$ cat config.mk
export PLATFORM = sky130hd
export DESIGN_NAME = core_mem_arbiter
export DESIGN_NICKNAME = d
export VERILOG_FILES = /design/src/rtl/core_mem_arbiter_pkg.sv /design/src/rtl/mem_arb_prio.sv /design/src/rtl/core_mem_arbiter.sv
export SDC_FILE = /design/constraint.sdc
export NUM_CORES = 1
export LEC_CHECK = 0
export BUFFER_PORTS_ARGS = -buffer_cell sky130_fd_sc_hd__buf_2
export CORE_MARGIN = 1
export CORE_UTILIZATION = 33
export DETAILED_ROUTE_END_ITERATION = 10
export GPL_ROUTABILITY_DRIVEN = 0
export PLACE_DENSITY_LB_ADDON = 0.15
export SKIP_LAST_GASP = 1
export SLEW_MARGIN = 20
export SYNTH_ARGS = -nofsm -noshare
export SYNTH_HDL_FRONTEND = slang
export SYNTH_SLANG_ARGS = --single-unit
$ cat constraint.sdc
create_clock -name clk -period 1.85 [get_ports clk]
set_input_delay 0.2775 -clock clk [delete_from_list [all_inputs] [get_ports clk]]
set_output_delay 0.2775 -clock clk [all_outputs]
set_load 0.005 [all_outputs]
$ cat src/rtl/core_mem_arbiter_pkg.sv
// Shared memory-bundle types for the core/memory boundary and the arbiter's owner tag.
package core_mem_arbiter_pkg;

  // Physical width of the bundle fields; arbiter ADDR_W/DATA_W must not exceed these.
  localparam int unsigned BusAddrW = 32;
  localparam int unsigned BusDataW = 32;

  typedef enum logic {
    M_XRD = 1'b0,
    M_XWR = 1'b1
  } MemFcn;

  // Access size codes, carried through to the backing memory untouched.
  localparam logic [2:0] MT_B  = 3'd1;
  localparam logic [2:0] MT_H  = 3'd2;
  localparam logic [2:0] MT_W  = 3'd3;
  localparam logic [2:0] MT_BU = 3'd4;
  localparam logic [2:0] MT_HU = 3'd5;

  typedef enum logic {
    IMEM = 1'b0,
    DMEM = 1'b1
  } ArbOwner;

  typedef struct packed {
    logic                req_valid;
    logic [BusAddrW-1:0] req_addr;
    logic [BusDataW-1:0] req_data;
    MemFcn               req_fcn;
    logic [2:0]          req_typ;
  } MemoryIn;

  typedef struct packed {
    logic                req_ready;
    logic                resp_valid;
    logic [BusDataW-1:0] resp_data;
  } MemoryOut;

endpackage

$ cat src/rtl/mem_arb_prio.sv
// Grant decision between fetch and data ports, with the fetch starvation counter.
// grant[0] selects imem, grant[1] selects dmem; both are zero unless idle.
module mem_arb_prio #(
  parameter int unsigned STARVE_MAX = 4
) (
  input  logic       clk,
  input  logic       reset,
  input  logic       imem_valid,
  input  logic       dmem_valid,
  input  logic       idle,
  output logic [1:0] grant
);

  localparam int unsigned CntW = (STARVE_MAX > 0) ? $clog2(STARVE_MAX + 1) : 1;
  localparam logic [CntW-1:0] CntMax = CntW'(STARVE_MAX);

  logic [CntW-1:0] starve_cnt_q, starve_cnt_d;
  logic            imem_win, dmem_win;

  // Dmem has priority unless fetch has already been passed over STARVE_MAX times in a row.
  always_comb begin
    imem_win = idle && imem_valid && (!dmem_valid || (starve_cnt_q == CntMax));
    dmem_win = idle && dmem_valid && !imem_win;
    grant    = {dmem_win, imem_win};
  end

  // Count dmem grants that bypassed a waiting fetch; any other grant resets the streak.
  always_comb begin
    starve_cnt_d = starve_cnt_q;
    if (imem_win) begin
      starve_cnt_d = '0;
    end else if (dmem_win) begin
      if (!imem_valid) begin
        starve_cnt_d = '0;
      end else if (starve_cnt_q != CntMax) begin
        starve_cnt_d = starve_cnt_q + 1'b1;
      end
    end
  end

  // Starvation counter register.
  always_ff @(posedge clk) begin
    if (reset) begin
      starve_cnt_q <= '0;
    end else begin
      starve_cnt_q <= starve_cnt_d;
    end
  end

endmodule

$ cat src/rtl/core_mem_arbiter.sv
// Merges instruction-fetch and data ports onto one single-ported memory with one
// transaction in flight; the response is routed back to the port that won the grant.
module core_mem_arbiter
  import core_mem_arbiter_pkg::*;
#(
  parameter int unsigned ADDR_W     = 32,
  parameter int unsigned DATA_W     = 32,
  parameter int unsigned STARVE_MAX = 4
) (
  input  logic              clk,
  input  logic              reset,
  input  MemoryIn           imem_in,
  output MemoryOut          imem_out,
  input  MemoryIn           dmem_in,
  output MemoryOut          dmem_out,
  output logic              mem_req_valid,
  input  logic              mem_req_ready,
  output logic [ADDR_W-1:0] mem_req_addr,
  output logic [DATA_W-1:0] mem_req_data,
  output logic              mem_req_fcn,
  output logic [2:0]        mem_req_typ,
  input  logic              mem_resp_valid,
  input  logic [DATA_W-1:0] mem_resp_data
);

  typedef enum logic [1:0] {
    StIdle,
    StIssue,
    StWait,
    StResp
  } state_e;

  state_e            state_q, state_d;
  ArbOwner           owner_q, owner_d;
  logic [ADDR_W-1:0] addr_q, addr_d;
  logic [DATA_W-1:0] data_q, data_d;
  MemFcn             fcn_q, fcn_d;
  logic [2:0]        typ_q, typ_d;
  logic [DATA_W-1:0] resp_data_q, resp_data_d;
  logic              proto_err_q, proto_err_d;
  logic              idle;
  logic [1:0]        grant;

  assign idle = (state_q == StIdle);

  mem_arb_prio #(
    .STARVE_MAX (STARVE_MAX)
  ) u_prio (
    .clk        (clk),
    .reset      (reset),
    .imem_valid (imem_in.req_valid),
    .dmem_valid (dmem_in.req_valid),
    .idle       (idle),
    .grant      (grant)
  );

  // Next-state: latch the winner's request at grant, then issue, wait, respond.
  always_comb begin
    state_d     = state_q;
    owner_d     = owner_q;
    addr_d      = addr_q;
    data_d      = data_q;
    fcn_d       = fcn_q;
    typ_d       = typ_q;
    resp_data_d = resp_data_q;
    // A response outside WAIT has no owner; it is dropped and flagged for one cycle.
    proto_err_d = mem_resp_valid && (state_q != StWait);
    unique case (state_q)
      StIdle: begin
        if (grant[0]) begin
          owner_d = IMEM;
          addr_d  = imem_in.req_addr[ADDR_W-1:0];
          data_d  = imem_in.req_data[DATA_W-1:0];
          fcn_d   = imem_in.req_fcn;
          typ_d   = imem_in.req_typ;
          state_d = StIssue;
        end else if (grant[1]) begin
          owner_d = DMEM;
          addr_d  = dmem_in.req_addr[ADDR_W-1:0];
          data_d  = dmem_in.req_data[DATA_W-1:0];
          fcn_d   = dmem_in.req_fcn;
          typ_d   = dmem_in.req_typ;
          state_d = StIssue;
        end
      end
      StIssue: begin
        if (mem_req_ready) begin
          state_d = StWait;
        end
      end
      StWait: begin
        if (mem_resp_valid) begin
          // Write acks carry no data; hand back zero rather than whatever is on the bus.
          resp_data_d = (fcn_q == M_XWR) ? '0 : mem_resp_data;
          state_d     = StResp;
        end
      end
      StResp: begin
        state_d = StIdle;
      end
      default: begin
        state_d = StIdle;
      end
    endcase
  end

  // State and request/response registers.
  always_ff @(posedge clk) begin
    if (reset) begin
      state_q     <= StIdle;
      owner_q     <= IMEM;
      addr_q      <= '0;
      data_q      <= '0;
      fcn_q       <= M_XRD;
      typ_q       <= '0;
      resp_data_q <= '0;
      proto_err_q <= 1'b0;
    end else begin
      state_q     <= state_d;
      owner_q     <= owner_d;
      addr_q      <= addr_d;
      data_q      <= data_d;
      fcn_q       <= fcn_d;
      typ_q       <= typ_d;
      resp_data_q <= resp_data_d;
      proto_err_q <= proto_err_d;
    end
  end

  // Port and downstream outputs; ready only on the grant cycle, resp_valid only to the owner.
  always_comb begin
    imem_out            = '0;
    dmem_out            = '0;
    imem_out.req_ready  = grant[0];
    dmem_out.req_ready  = grant[1];
    imem_out.resp_valid = (state_q == StResp) && (owner_q == IMEM);
    dmem_out.resp_valid = (state_q == StResp) && (owner_q == DMEM);
    imem_out.resp_data  = BusDataW'(resp_data_q);
    dmem_out.resp_data  = BusDataW'(resp_data_q);
    mem_req_valid       = (state_q == StIssue);
    mem_req_addr        = addr_q;
    mem_req_data        = data_q;
    mem_req_fcn         = fcn_q;
    mem_req_typ         = typ_q;
  end

  // Report downstream responses that arrive when nothing is outstanding.
  always_ff @(posedge clk) begin
    if (!reset) begin
      assert (!(mem_resp_valid && (state_q != StWait)))
        else $warning("core_mem_arbiter: mem_resp_valid outside WAIT ignored");
    end
  end

endmodule
# Yosys cells after proc, flatten, opt, wreduce, memory -nomap -nowiden
# Index checks and enable logic that the tools add are counted.
[classes] add_sub_neg=1 n_eq_ne=9 muxes=18 bitwise_logic=1 n_reduce_logical=16
[ops] operator="$mux W32" n=5
[ops] operator="$mux W3" n=4
[ops] operator="$mux W2" n=4
[ops] operator="$pmux W2 S4" n=1
[ops] operator="$logic_and A1 B1 Y1" n=6
[ops] operator="$ne A3 B3 Y1 const B" n=2
[ops] operator="$reduce_and A2 Y1" n=3
[ops] operator="$eq A2 B2 Y1 const B" n=2
[ops] operator="$mux W1" n=4
[ops] operator="$ne A2 B1 Y1 const B" n=2
[ops] operator="$add A3 B1 Y3 const B" n=1
[ops] operator="$eq A3 B3 Y1 const B" n=1
[ops] operator="$reduce_and A3 Y1" n=1
[ops] operator="$eq A2 B1 Y1 const B" n=1
[ops] operator="$logic_not A1 Y1" n=2
[ops] operator="$logic_not A2 Y1" n=1
[ops] operator="$ne A2 B2 Y1 const B" n=1
[ops] operator="$reduce_bool A2 Y1" n=1
[ops] operator="$reduce_or A2 Y1" n=1
[ops] operator="$logic_or A1 B1 Y1" n=1
[ops] operator="$not A1 Y1" n=1
[word_totals] reg_bits=106 out_inout_bits=137 elab_cells=53

# Logic depth before layout (Yosys ltp)
# Gate-level depths: netlist of run 1.
[depth] word_depth=8 depth_mapped=8 mapped_depth_nobuf=5

# Cells and area by module
# A second synthesis of run 1 with hierarchy kept.
[unflattened] hier_cells=535 area_unflattened_um2=5165.0
[by_module_without_submodules] module="core_mem_arbiter" instances=1 cells_per_inst=507 area_per_inst_um2=4937.2 seq_area_each_um2=2062.0
[by_module_without_submodules] module="mem_arb_prio" instances=1 cells_per_inst=28 area_per_inst_um2=227.7 seq_area_each_um2=60.1

# Worst setup path before layout of run 1
# No wires, ideal clock.
[synth_path] kind="register to register" start="reg u_prio.starve_cnt_q[0]" end="reg data_q[10] (netlist: mem_req_data[10])" setup_time_ns=0.142 arrival_ns=1.500 required_ns=1.708 slack_ns=0.208 path_stages_with_launch=9 n_path_buf=3 cell_sequence="dfxtp_1 -> inv_1 -> ha_1 -> a21bo_4 -> buf_6 -> buf_6 -> buf_8 -> a41oi_2 -> a211oi_2"
[synth_via] elab_chain_cells=7 word_cells_on_any_way=8
[synth_lines] item="start, declared" line="mem_arb_prio.sv:17" rtl="logic [CntW-1:0] starve_cnt_q, starve_cnt_d;"
[synth_lines] item="start signal, assigned" line="mem_arb_prio.sv:46" rtl="starve_cnt_q <= starve_cnt_d;"
[synth_lines] item="$eq A3 B3 Y1 *" line="mem_arb_prio.sv:22" rtl="imem_win = idle && imem_valid && (!dmem_valid || (starve_cnt_q == CntMax));"
[synth_lines] item="$logic_or A1 B1 Y1 *" line="mem_arb_prio.sv:22"
[synth_lines] item="$logic_and A1 B1 Y1 *" line="mem_arb_prio.sv:22"
[synth_lines] item="$logic_not A1 Y1" line="mem_arb_prio.sv:23" rtl="dmem_win = idle && dmem_valid && !imem_win;"
[synth_lines] item="$logic_and A1 B1 Y1" line="mem_arb_prio.sv:23"
[synth_lines] item="$reduce_bool A2 Y1 (no source line)"
[synth_lines] item="$reduce_and A2 Y1 (no source line)"
[synth_lines] item="end signal, assigned" line="core_mem_arbiter.sv:122" rtl="data_q <= data_d;"
[synth_lines] item="end, declared" line="core_mem_arbiter.sv:36" rtl="logic [DATA_W-1:0] data_q, data_d;"
# Mark *: on every way between the ends. The rest lies on a longest branch, timed or not.
# A chain may end at the register's enable or synchronous reset.

==> impl_summary.md, run 1 <==
Setup path
The slack of the worst reg-to-reg path is roughly 0.10 ns. In this run the worst setup path begins at u_prio.starve_cnt_q[0]. For the worst setup path, the data required time is 1.57 ns. The largest fanout on the critical path is 4. On the critical path, the stage with the largest delay is an instance of dfxtp_1. Traced cell by cell, the critical path runs through inv_1, ha_2, a21boi_4, buf_6, nor2_1, buf_2.

STA classifies the critical path endpoint as a primary output. The critical path class is flip-flop to primary output. The endpoint of the worst-slack reg-to-reg timing path is mem_req_data[0].

The startpoint of the most critical register-to-register path is state_q[0]. Data arrives at the worst endpoint at 1.48 ns. The worst setup path is launched from a flip-flop. The depth of the most critical reg-to-reg path is 7.

The largest stage delay on the critical path is approximately 0.37 ns.

Synthesis
The number of instances in the synthesized netlist is about 630. The mapped netlist covers roughly 0.0055 mm2. The commonest cells after synthesis are dfxtp_1, nor2_1, o21ai_0, a211oi_1, a41oi_1.

The cell type with the highest aggregate area in the netlist is dfxtp_1. The proportion of register bits with asynchronous set or reset after synthesis is 0. After synthesis the netlist holds a flip-flop and latch count of around 110. For this run, the register share of the synthesized area comes to 0.388. The primary flip-flop cell chosen by synthesis mapping is dfxtp_1. Sorting the synthesized cells by area gives the leading types as dfxtp_1, a41oi_1, a211oi_1, o21ai_0, nand4b_1.

Yosys printed 0 warnings. Counting flops with a built-in enable in the synthesized netlist gives 0. The mean instance size in the synthesized netlist is about 8.6 um2. The most numerous cell in the Yosys netlist is dfxtp_1.

Counting every net in the synthesized netlist gives ~800. The unique cell type count in the Yosys netlist is 38. Of the post-synthesis cell area, the dominant cell type holds 0.388.

Cells and area
0 antenna diodes ended up in the layout. Across the whole layout, storage elements account for 0.00212 mm2. The total area of multi-input combinational cells is 0.00275 mm2. The ratio of cells with drive above 1 in the final layout is 0.444. The net total in the final layout is roughly 1,100. The area growth from synthesis to final layout is 36.2%. The total of fill cells in the finished design is ~1,700.

STA
Headroom to the max-slew limit came out at 0.629. The final setup violation count is 0. The hold violation count in the final report is 0. The worst clock skew is 0.00673 ns.

In the finished design, the share of the clock period the worst path needs comes to 0.951. The time the final worst path needs with I/O delays and setup is 1.76 ns. Setup repair after global routing could not meet its margin everywhere. The max-slew violation total from the final report is 0. Hold is met by around 0.18 ns.

The slew at the pin with the worst max-slew slack is roughly 0.55 ns. For this run, the top clock speed supported by timing is ~570 MHz.

Min path
The worst hold path was traced through 3 stages. The terminating pin of the worst hold path is mem_req_addr[3]. The kind of path behind the tightest hold check is input port to flip-flop. The worst hold path begins at dmem_in[39].

Clocking
The clock drives ~110 sinks. The clock latency of the later-clocked register in the worst-skew pair is between 0.3 and 0.4 ns. The number of H-tree branching levels is 3.

The clock-pin slew of the registers on the worst-case setup and hold paths is 0.07 ns. The number of clock buffers added by TritonCTS is 9. The clock tree from TritonCTS is done. The cell at the root of the clock tree is clkbuf_16.

The maximum count of clock buffers along a single path is 2.

Floorplan
For this configuration, the core starts out at a cell density of 0.341. During I/O placement, the number of pins put on the boundary was 311. From left edge to right edge, the die measures approximately 130 um. The number of core rows is between 40 and 50. In this run the standard cell core region covers 0.0161 mm2.

In this run the vertical extent of the chip is 131 um. The die outline area is between 0.015 and 0.02 mm2.

Route
The via-per-instance ratio is approximately 5.3. The detailed router finished its first iteration with ~350 violations. The count of TritonRoute iterations in the first routing pass is 4. The routed via count is 5,860.

In the final routed layout, each cell accounts on average for roughly 17 um. The count of nets left with antenna violations once routing finished came out at 0. For this run, design rule violations remaining after detail routing come to 0.

For this block, the routed nets add up to 18,900 um of wire.

Power and ir drop
The power per standard cell area is approximately 1400 mW/mm2. In this run the static leakage power is between 0.003 and 0.004 uW. The maximum resistive drop on vdd is 0.000593 V. The total power consumption of the routed design is 10,700 uW.

Global route
The number of global-route vias before repair is around 5,500. The initial antenna violation count is 0. Entering global routing, the biggest net connects 57 pins. Across every metal layer, demand over resource in global routing totals 0.214.

The first global-routing pass estimated between 20,000 and 30,000 um of wire. The total congestion overflow is 0.

Placed design
Summed over all nets, the half-perimeter wirelength after detailed placement is 12,800 um. The number of input and output port buffers inserted is between 300 and 400.

Status
The flow ran to the end, and the final reports show no timing, DRC or antenna violations.

Job
Across the run, the number of max-cap violations was 0.
-- stage by stage --
stage               instance area, um2  setup TNS (ns)   util  instances  setup WS (ns)
finish                            7460               0  0.464       1099         0.0906
detailed placement                7040               0  0.439       1077          0.102
CTS                               7380               0  0.459       1095         0.0140
global placement                  7040               0  0.439       1077          0.104
floorplan                         5470               0      -        634          0.208
global route                      7460         -0.0649  0.464       1099        -0.0176
-- worst max path at each step --
stage,endpoint,slack (ns),cells after the start
5_1_grt,mem_req_addr[17],-0.02,7
2_1_floorplan,mem_req_data[10],0.21,8
4_1_cts,imem_out[33],0.01,6
3_3_place_gp,mem_req_addr[3],0.10,5
6_report,imem_out[33],0.09,6
3_5_place_dp,mem_req_data[16],0.10,6
-- where the power goes --
group / internal [uW] / switching, uW / leakage [uW] / total (uW)
combinational: 2360 / 2940 / 0.00227 / 5300
sequential: 2990 / 403 / 0.000873 / 3390
clock: 1090 / 887 / 0.000149 / 1980
-- logic make-up after synthesis --
logic type                 Yosys count  share of synthesized area
buffers and inverters              118                      0.116
DFF                                106                      0.388
and+or+nand+nor                    153                      0.141
AOI/OAI and AO/OA                  250                      0.339
adders and majority gates            7                     0.0160
-- what timing repair did --
action | 4_1_cts | 5_1_grt
setup endpoints to repair | 2 | 28
cloned | 0 | 2
hold buffers | 0 | 0
pin swaps | 1 | 1
gates resized for setup | 2 | 6
buffers inserted | 2 | 2
-- critical path, delay by kind of cell (launching register included) --
kind / cells / cell delay (ns)
fa+ha+maj: 1 / 0.22
simple gates: 1 / 0.04
buf+inv: 3 / 0.30
compound gates: 1 / 0.20
flops: 1 / 0.37
-- placed cells by master (no fill, tap or decap), types with 10 or more instances in the layout --
cell / instances
a211oi_2: 10
a21oi_1: 34
clkbuf_16: 11
nand4b_1: 32
nand2_1: 34
a41oi_2: 10
buf_4: 22
a41oi_1: 58
dfxtp_1: 106
a211oi_1: 60
buf_2: 309
buf_12: 10
o21ai_0: 68
nor2_1: 72
-- layer usage --
metal | GRT usage | share of wire
met2 | 0.367 | 0.48
met4 | 0.0676 | 0.016
met1 | 0.259 | 0.43
met3 | 0.0590 | 0.078
met5 | 0 | 0
-- registers in the layout, indices dropped and copies added, names as in the netlist --
name / cells
mem_req_addr: 32
mem_req_data: 32
resp_data_q: 32
mem_req_typ: 3
u_prio.starve_cnt_q: 3
state_q: 2
mem_req_fcn: 1
owner_q: 1
-- cell type report --
cell class              instances  area share
clock buffers                  10      0.0321
clock inverters                 6     0.00873
inverters                       5     0.00252
multi-input cells             410       0.368
flip-flops and latches        106       0.285
well taps                     216      0.0362
repair buffers                346       0.268
No activity file was read; power rests on OpenSTA's default activity.
==> run 2: changes to the inputs <==
- REMOVE_ABC_BUFFERS: unset -> 1
==> run 2 against run 1 <==
Compared with the run above: clock skew about the same; setup slack worse by 0.0081 ns; flip-flop and latch count unchanged; first-iteration DRC count down 35%; critical endpoint unchanged.
==> impl_summary.md, run 2 (synthesized netlist as in run 1, its figures left out) <==
Status
Status: finished, final reports clean (unchanged).

STA
The worst-case setup margin in the final layout is 0.0825 ns (was 0.0906 ns). The setup TNS is 0 ns (unchanged). The worst clock skew is 0.00679 ns (was 0.00673 ns).

The time the final worst path needs with I/O delays and setup is 1.77 ns (was 1.76 ns). The relative slew slack is 0.678 (was 0.629). The slew at the pin with the worst max-slew slack is 0.483 ns (was 0.554 ns).

The post-route clock period utilization came to 0.955 (was 0.951). The hold violation count in the final report came to 0 (unchanged). The final setup violation count is 0 (unchanged). The highest achievable clock rate is 566 MHz (was 568 MHz).

The max-slew violation total from the final report was 0 (unchanged). RSZ-0062 raised after global routing: no (was yes).

Placed design
The number of input and output port buffers inserted is 310 (unchanged). The placement-stage worst setup slack is 0.134 ns (was 0.102 ns). The cell count after placement was 1,072 (was 1,077). The post-detailed-placement half-perimeter wirelength is 12,900 um (was 12,800 um).

The total placed instance area is 0.00707 mm2 (was 0.00704 mm2).

Floorplan
The total I/O pin count is 311 (unchanged). The x dimension of the die is 131 um (unchanged). The effective utilization at floorplan is 0.341 (unchanged). The area of the core is 0.0161 mm2 (unchanged). The vertical die dimension was 131 um (unchanged). The number of core rows was 46 (unchanged). The die outline area is 0.0171 mm2 (unchanged).

Setup path
The launching instance or port of the critical path is state_q[0] (was u_prio.starve_cnt_q[0]). The largest fanout on the critical path is 26 (was 4). The kind of capture point of the worst setup path is a primary output (unchanged). The critical path class is flip-flop to primary output (unchanged).

The standard cell with the maximum stage delay on the critical path is dfxtp_1 (unchanged). The data required time at the worst endpoint is 1.57 ns (about the same). Cells along the critical path: inv_2, ha_4, nand2_2, buf_12, nor2_1, buf_2 (was inv_1, ha_2, a21boi_4, buf_6, nor2_1, buf_2). The worst path arrival time is 1.49 ns (was 1.48 ns). The startpoint of the most critical register-to-register path is u_prio.starve_cnt_q[0] (was state_q[0]). The startpoint kind of the worst setup timing path is a flip-flop (unchanged). The largest stage delay on the critical path came to 0.40 ns (was 0.37 ns).

Power and ir drop
The power per standard cell area came to 1440 mW/mm2 (was 1430 mW/mm2). The part of the total power dissipated in combinational logic was 0.495 (was 0.497). The reported net switching power is 4230 uW (was 4240 uW). The maximum resistive drop on vdd is 0.000720 V (was 0.000593 V). The switching part of the total power is 0.393 (was 0.397). The sequential share of power is 0.313 (was 0.318). The total power consumption of the routed design is 10,800 uW (was 10,700 uW).

The clock group share of total power is 0.192 (was 0.185). The leakage component of the power is 0.00328 uW (was 0.00329 uW). The internal power component is 6530 uW (was 6440 uW).

Route
The post-detailed-route DRC marker count is 0 (unchanged). The routed via count is 5,882 (was 5,860). The number of routed nets with antenna violations is 0 (unchanged).

The wire length per cell came to 17.8 um (was 17.2 um). The via-per-instance ratio came to 5.38 (was 5.33). The detailed router's first-iteration violation count came to 225 (was 346). The count of TritonRoute iterations in the first routing pass is 4 (unchanged). The total wire length is 19,500 um (was 18,900 um).

Cells and area
The net total in the final layout came to 1,054 (was 1,059). The area of all placed cells without fillers came to 0.00748 mm2 (was 0.00746 mm2). The most common cell after layout, fill and taps aside is buf_2 (unchanged).

The area growth from synthesis to final layout is 36.7% (was 36.2%). The total of fill cells in the finished design is 1,633 (was 1,663). Commonest cells after routing, fill and taps aside: buf_2, dfxtp_1, nor2_1 (unchanged). The count of non-filler cells in the finished layout is 1,094 (was 1,099). The ratio of cells with drive above 1 in the final layout is 0.440 (was 0.444).

Global route
The total congestion overflow is 0 (unchanged). The overall fraction of global-route tracks in use is 0.218 (was 0.214). The largest net degree at the start of global routing is 44 (was 57). The initial antenna violation count came to 2 (was 0). The wire length of the first global-routing pass is 28,600 um (was 28,500 um). The number of global-route vias before repair is 5,240 (was 5,527).

Min path
The kind of path behind the tightest hold check is input port to flip-flop (unchanged). The critical hold path startpoint is dmem_in[24] (was dmem_in[39]).

Clocking
The maximum count of clock buffers along a single path is 2 (unchanged). The clock latency of the later-clocked register in the worst-skew pair is 0.35 ns (about the same). The number of sinks driven by the clock tree is 106 (unchanged). The post-cts hold buffer count was 0 (unchanged). The clock tree from TritonCTS was done (unchanged). The number of H-tree branching levels is 3 (unchanged). The cell at the root of the clock tree is clkbuf_16 (unchanged). The number of buffers inserted during clock tree synthesis is 9 (unchanged). The clock-pin slew of the registers on the worst-case setup and hold paths is 0.08 ns (was 0.07 ns).

Job
The max-cap violation count is 0 (unchanged).
## run 2: layer usage
layer | global-route usage | vias to the layer above | part of all wire
li1 | - | 2823 | -
met1 | 0.262 | 2791 | 0.42
met2 | 0.371 | 245 | 0.48
met3 | 0.0619 | 21 | 0.076
met4 | 0.0811 | 2 | 0.016
met5 | 0 | - | 0.00067
## run 2: worst max-delay path: cells and delay by family, from the launching register on
family / cells / cell delay [ns]
DFF: 1 / 0.40
buffers and inverters: 3 / 0.39
adders and majority gates: 1 / 0.18
and+or+nand+nor: 2 / 0.16
## run 2: power groups by stage
stage | clock (uW) | combinational (uW) | sequential (uW)
after detailed placement | 0 | 5250 | 3400
after global routing | 2230 | 5870 | 3450
after global placement | 0 | 5270 | 3390
final | 2070 | 5330 | 3370
after CTS | 2150 | 5350 | 3360
after floorplan | 0 | 2760 | 3470
## run 2: cell type report
cell class,instances,area [um2],share of cell area
Clock inverter,5,80.1,0.0107
Sequential cell,106,2120,0.284
Multi-Input combinational cell,410,2740,0.366
Antenna cell,1,2.50,0.000335
Inverter,5,18.8,0.00251
Timing Repair Buffer,341,2020,0.270
Tap cell,216,270,0.0361
Clock buffer,10,229,0.0306
## run 2: timing repair
action	in CTS	in global routing
endpoints found under the hold margin	0	0
gates cloned	1	1
pin swaps	1	1
buffers inserted	4	0
resized for setup	2	3
setup endpoints to repair	2	8
## run 2: path summary, 6_finish.rpt
check	endpoint	slack [ns]	cells past startpoint
setup reg to reg	mem_req_addr[8]	0.15	8
setup / recovery	imem_out[33]	0.08	6
hold reg to reg	resp_data_q[17]	0.46	2
hold / removal	mem_req_data[20]	0.19	3
## run 2: metrics by stage
step | utilization | hold WS, ns
2_1_floorplan | - | 0.342
3_3_place_gp | 0.440 | 0.448
3_5_place_dp | 0.440 | 0.453
4_1_cts | 0.464 | 0.169
5_1_grt | 0.466 | 0.178
6_report | 0.466 | 0.186
==> run 3: changes to the inputs <==
==> constraint.sdc (replaced) <==
create_clock -name clk -period 1.85 [get_ports clk]
set_input_delay 0.185 -clock clk [delete_from_list [all_inputs] [get_ports clk]]
set_output_delay 0.185 -clock clk [all_outputs]
set_load 0.005 [all_outputs]
==> run 3 against run 2 <==
Compared with the run above: critical path depth increased by 1; maximum frequency increased by 0.56%; sequential power about the same; worst hold slack got worse by 0.096 ns; die area unchanged; non-clock buffer count increased by 2; clock-buffer cell count increased by 2; core utilization about the same; critical path type unchanged; clock power decreased by 2%.
==> impl_summary.md, run 3 (synthesized netlist as in run 1, its figures left out) <==
Route
The total wire length is 19,700 um (was 19,500 um). The number of routed nets with antenna violations is 0 (unchanged). The count of TritonRoute iterations in the first routing pass is 4 (unchanged). The via-per-instance ratio is 5.42 (was 5.38). The routed via count is 5,941 (was 5,882). The post-detailed-route DRC marker count is 0 (unchanged).

The detailed router's first-iteration violation count was 351 (was 225). The wire length per cell came to 18.0 um (was 17.8 um).

Cells and area
Commonest cells after routing, fill and taps aside: buf_2, dfxtp_1, nor2_1 (unchanged). The total of fill cells in the finished design is 1,611 (was 1,633). The net total in the final layout is 1,056 (was 1,054). The number of antenna cells inserted is 0 (was 1). The area growth from synthesis to final layout is 36.8% (was 36.7%).

The count of non-filler cells in the finished layout was 1,096 (was 1,094). The most common cell after layout, fill and taps aside was buf_2 (unchanged). The ratio of cells with drive above 1 in the final layout is 0.442 (was 0.440).

Global route
The total congestion overflow is 0 (unchanged). The wire length of the first global-routing pass is 28,400 um (was 28,600 um). The overall fraction of global-route tracks in use came to 0.215 (was 0.218). The number of global-route vias before repair is 5,351 (was 5,240).

The initial antenna violation count came to 0 (was 2). The largest net degree at the start of global routing is 62 (was 44).

Placed design
The number of input and output port buffers inserted came to 310 (unchanged). The post-detailed-placement half-perimeter wirelength is 13,000 um (was 12,900 um). The cell count after placement came to 1,073 (was 1,072).

STA
The hold violation count in the final report is 0 (unchanged). The post-route clock period utilization is 0.950 (was 0.955). The slew at the pin with the worst max-slew slack is 0.692 ns (was 0.483 ns). The setup TNS was 0 ns (unchanged). The highest achievable clock rate is 569 MHz (was 566 MHz). The max-slew violation total from the final report was 0 (unchanged). The worst clock skew is 0.00855 ns (was 0.00679 ns). The relative slew slack is 0.537 (was 0.678). The time the final worst path needs with I/O delays and setup came to 1.76 ns (was 1.77 ns). RSZ-0062 raised after global routing: no (unchanged). The final setup violation count is 0 (unchanged).

Floorplan
The x dimension of the die was 131 um (unchanged). The total I/O pin count is 311 (unchanged). The area of the core is 0.0161 mm2 (unchanged). The effective utilization at floorplan is 0.341 (unchanged). The vertical die dimension came to 131 um (unchanged). The number of core rows was 46 (unchanged).

The die outline area is 0.0171 mm2 (unchanged).

Power and ir drop
The power per standard cell area was 1450 mW/mm2 (was 1440 mW/mm2). The leakage component of the power came to 0.00329 uW (was 0.00328 uW). The maximum resistive drop on vdd is 0.000685 V (was 0.000720 V).

Job
The max-cap violation count was 0 (unchanged).

Setup path
The startpoint of the most critical register-to-register path is state_q[0] (was u_prio.starve_cnt_q[0]). The launching instance or port of the critical path is state_q[0] (unchanged). The largest fanout on the critical path was 16 (was 26). Cells along the critical path: inv_2, ha_4, buf_12, nand2_4, buf_12, nor2_1, buf_2 (was inv_2, ha_4, nand2_2, buf_12, nor2_1, buf_2). The kind of capture point of the worst setup path is a primary output (unchanged).

The worst path arrival time came to 1.57 ns (was 1.49 ns). The standard cell with the maximum stage delay on the critical path is dfxtp_2 (was dfxtp_1). The startpoint kind of the worst setup timing path is a flip-flop (unchanged). The critical path class is flip-flop to primary output (unchanged). The largest stage delay on the critical path is 0.37 ns (was 0.40 ns). The most frequent cell on the critical path is buf_12.

The data required time at the worst endpoint is 1.66 ns (was 1.57 ns).

Clocking
The number of buffers inserted during clock tree synthesis is 9 (unchanged). The clock latency of the later-clocked register in the worst-skew pair came to 0.35 ns (about the same). The number of sinks driven by the clock tree is 106 (unchanged). The maximum count of clock buffers along a single path is 2 (unchanged). The post-cts hold buffer count is 0 (unchanged). The clock tree from TritonCTS was done (unchanged).

The cell at the root of the clock tree is clkbuf_16 (unchanged). The clock-pin slew of the registers on the worst-case setup and hold paths is 0.08 ns (about the same). The number of H-tree branching levels is 3 (unchanged).

Min path
The kind of path behind the tightest hold check is input port to flip-flop (unchanged). The critical hold path startpoint is dmem_in[17] (was dmem_in[24]).

Status
Status: finished, final reports clean (unchanged).
run 3: timing repair:
item | in CTS | in global routing
setup endpoints to repair | 2 | 1
endpoints found under the hold margin | 0 | 0
pin swaps | 1 | 2
gates cloned | 0 | 2
resized for setup | 6 | 3
setup buffers | 1 | 4
run 3: final timing paths:
kind / cells after the start / slack, ns / to
worst max-delay path: 7 / 0.09 / imem_out[33]
worst min-delay path: 3 / 0.09 / mem_req_data[13]
worst max register to register: 7 / 0.13 / mem_req_addr[6]
worst min register to register: 2 / 0.46 / resp_data_q[3]
run 3: through the flow:
step           hold WS [ns]  total power (uW)  cell area, um2  worst slack (ns)  utilization
2_1_floorplan         0.250              6230            4850             -1.93            -
3_3_place_gp          0.450              8700            7060             0.172        0.440
3_5_place_dp          0.454              8710            7060             0.138        0.440
4_1_cts              0.0756             10800            7400            0.0147        0.461
5_1_grt              0.0901             11700            7490            0.0104        0.466
6_report             0.0903             10900            7490            0.0924        0.466
run 3: critical path: cells and delay by family, from the launching register on:
kind / cells / cell delay, ns
buffers and inverters: 4 / 0.50
adders and majority gates: 1 / 0.18
DFF: 1 / 0.37
and+or+nand+nor: 2 / 0.17
run 3: cell type report:
| class | count | area [um2] | share of cell area |
|---|---|---|---|
| clock inverters | 4 | 50.0 | 0.00668 |
| repair buffers | 343 | 2020 | 0.270 |
| multi-input cells | 410 | 2750 | 0.367 |
| flip-flops and latches | 106 | 2120 | 0.284 |
| inverters | 5 | 18.8 | 0.00251 |
| clock buffers | 12 | 256 | 0.0343 |
| well taps | 216 | 270 | 0.0361 |
run 3: power by group:
part           switching, uW  internal, uW  total (uW)
registers                383          2990        3370
logic                   3020          2470        5490
clock network            903          1120        2030
run 3: layer usage:
metal  global-route usage  vias up  part of all wire
li1                     -     2827                 -
met3               0.0603       21             0.088
met2                0.375      279              0.48
met5                    0        -                 0
met4               0.0805        0             0.016
met1                0.250     2814              0.41
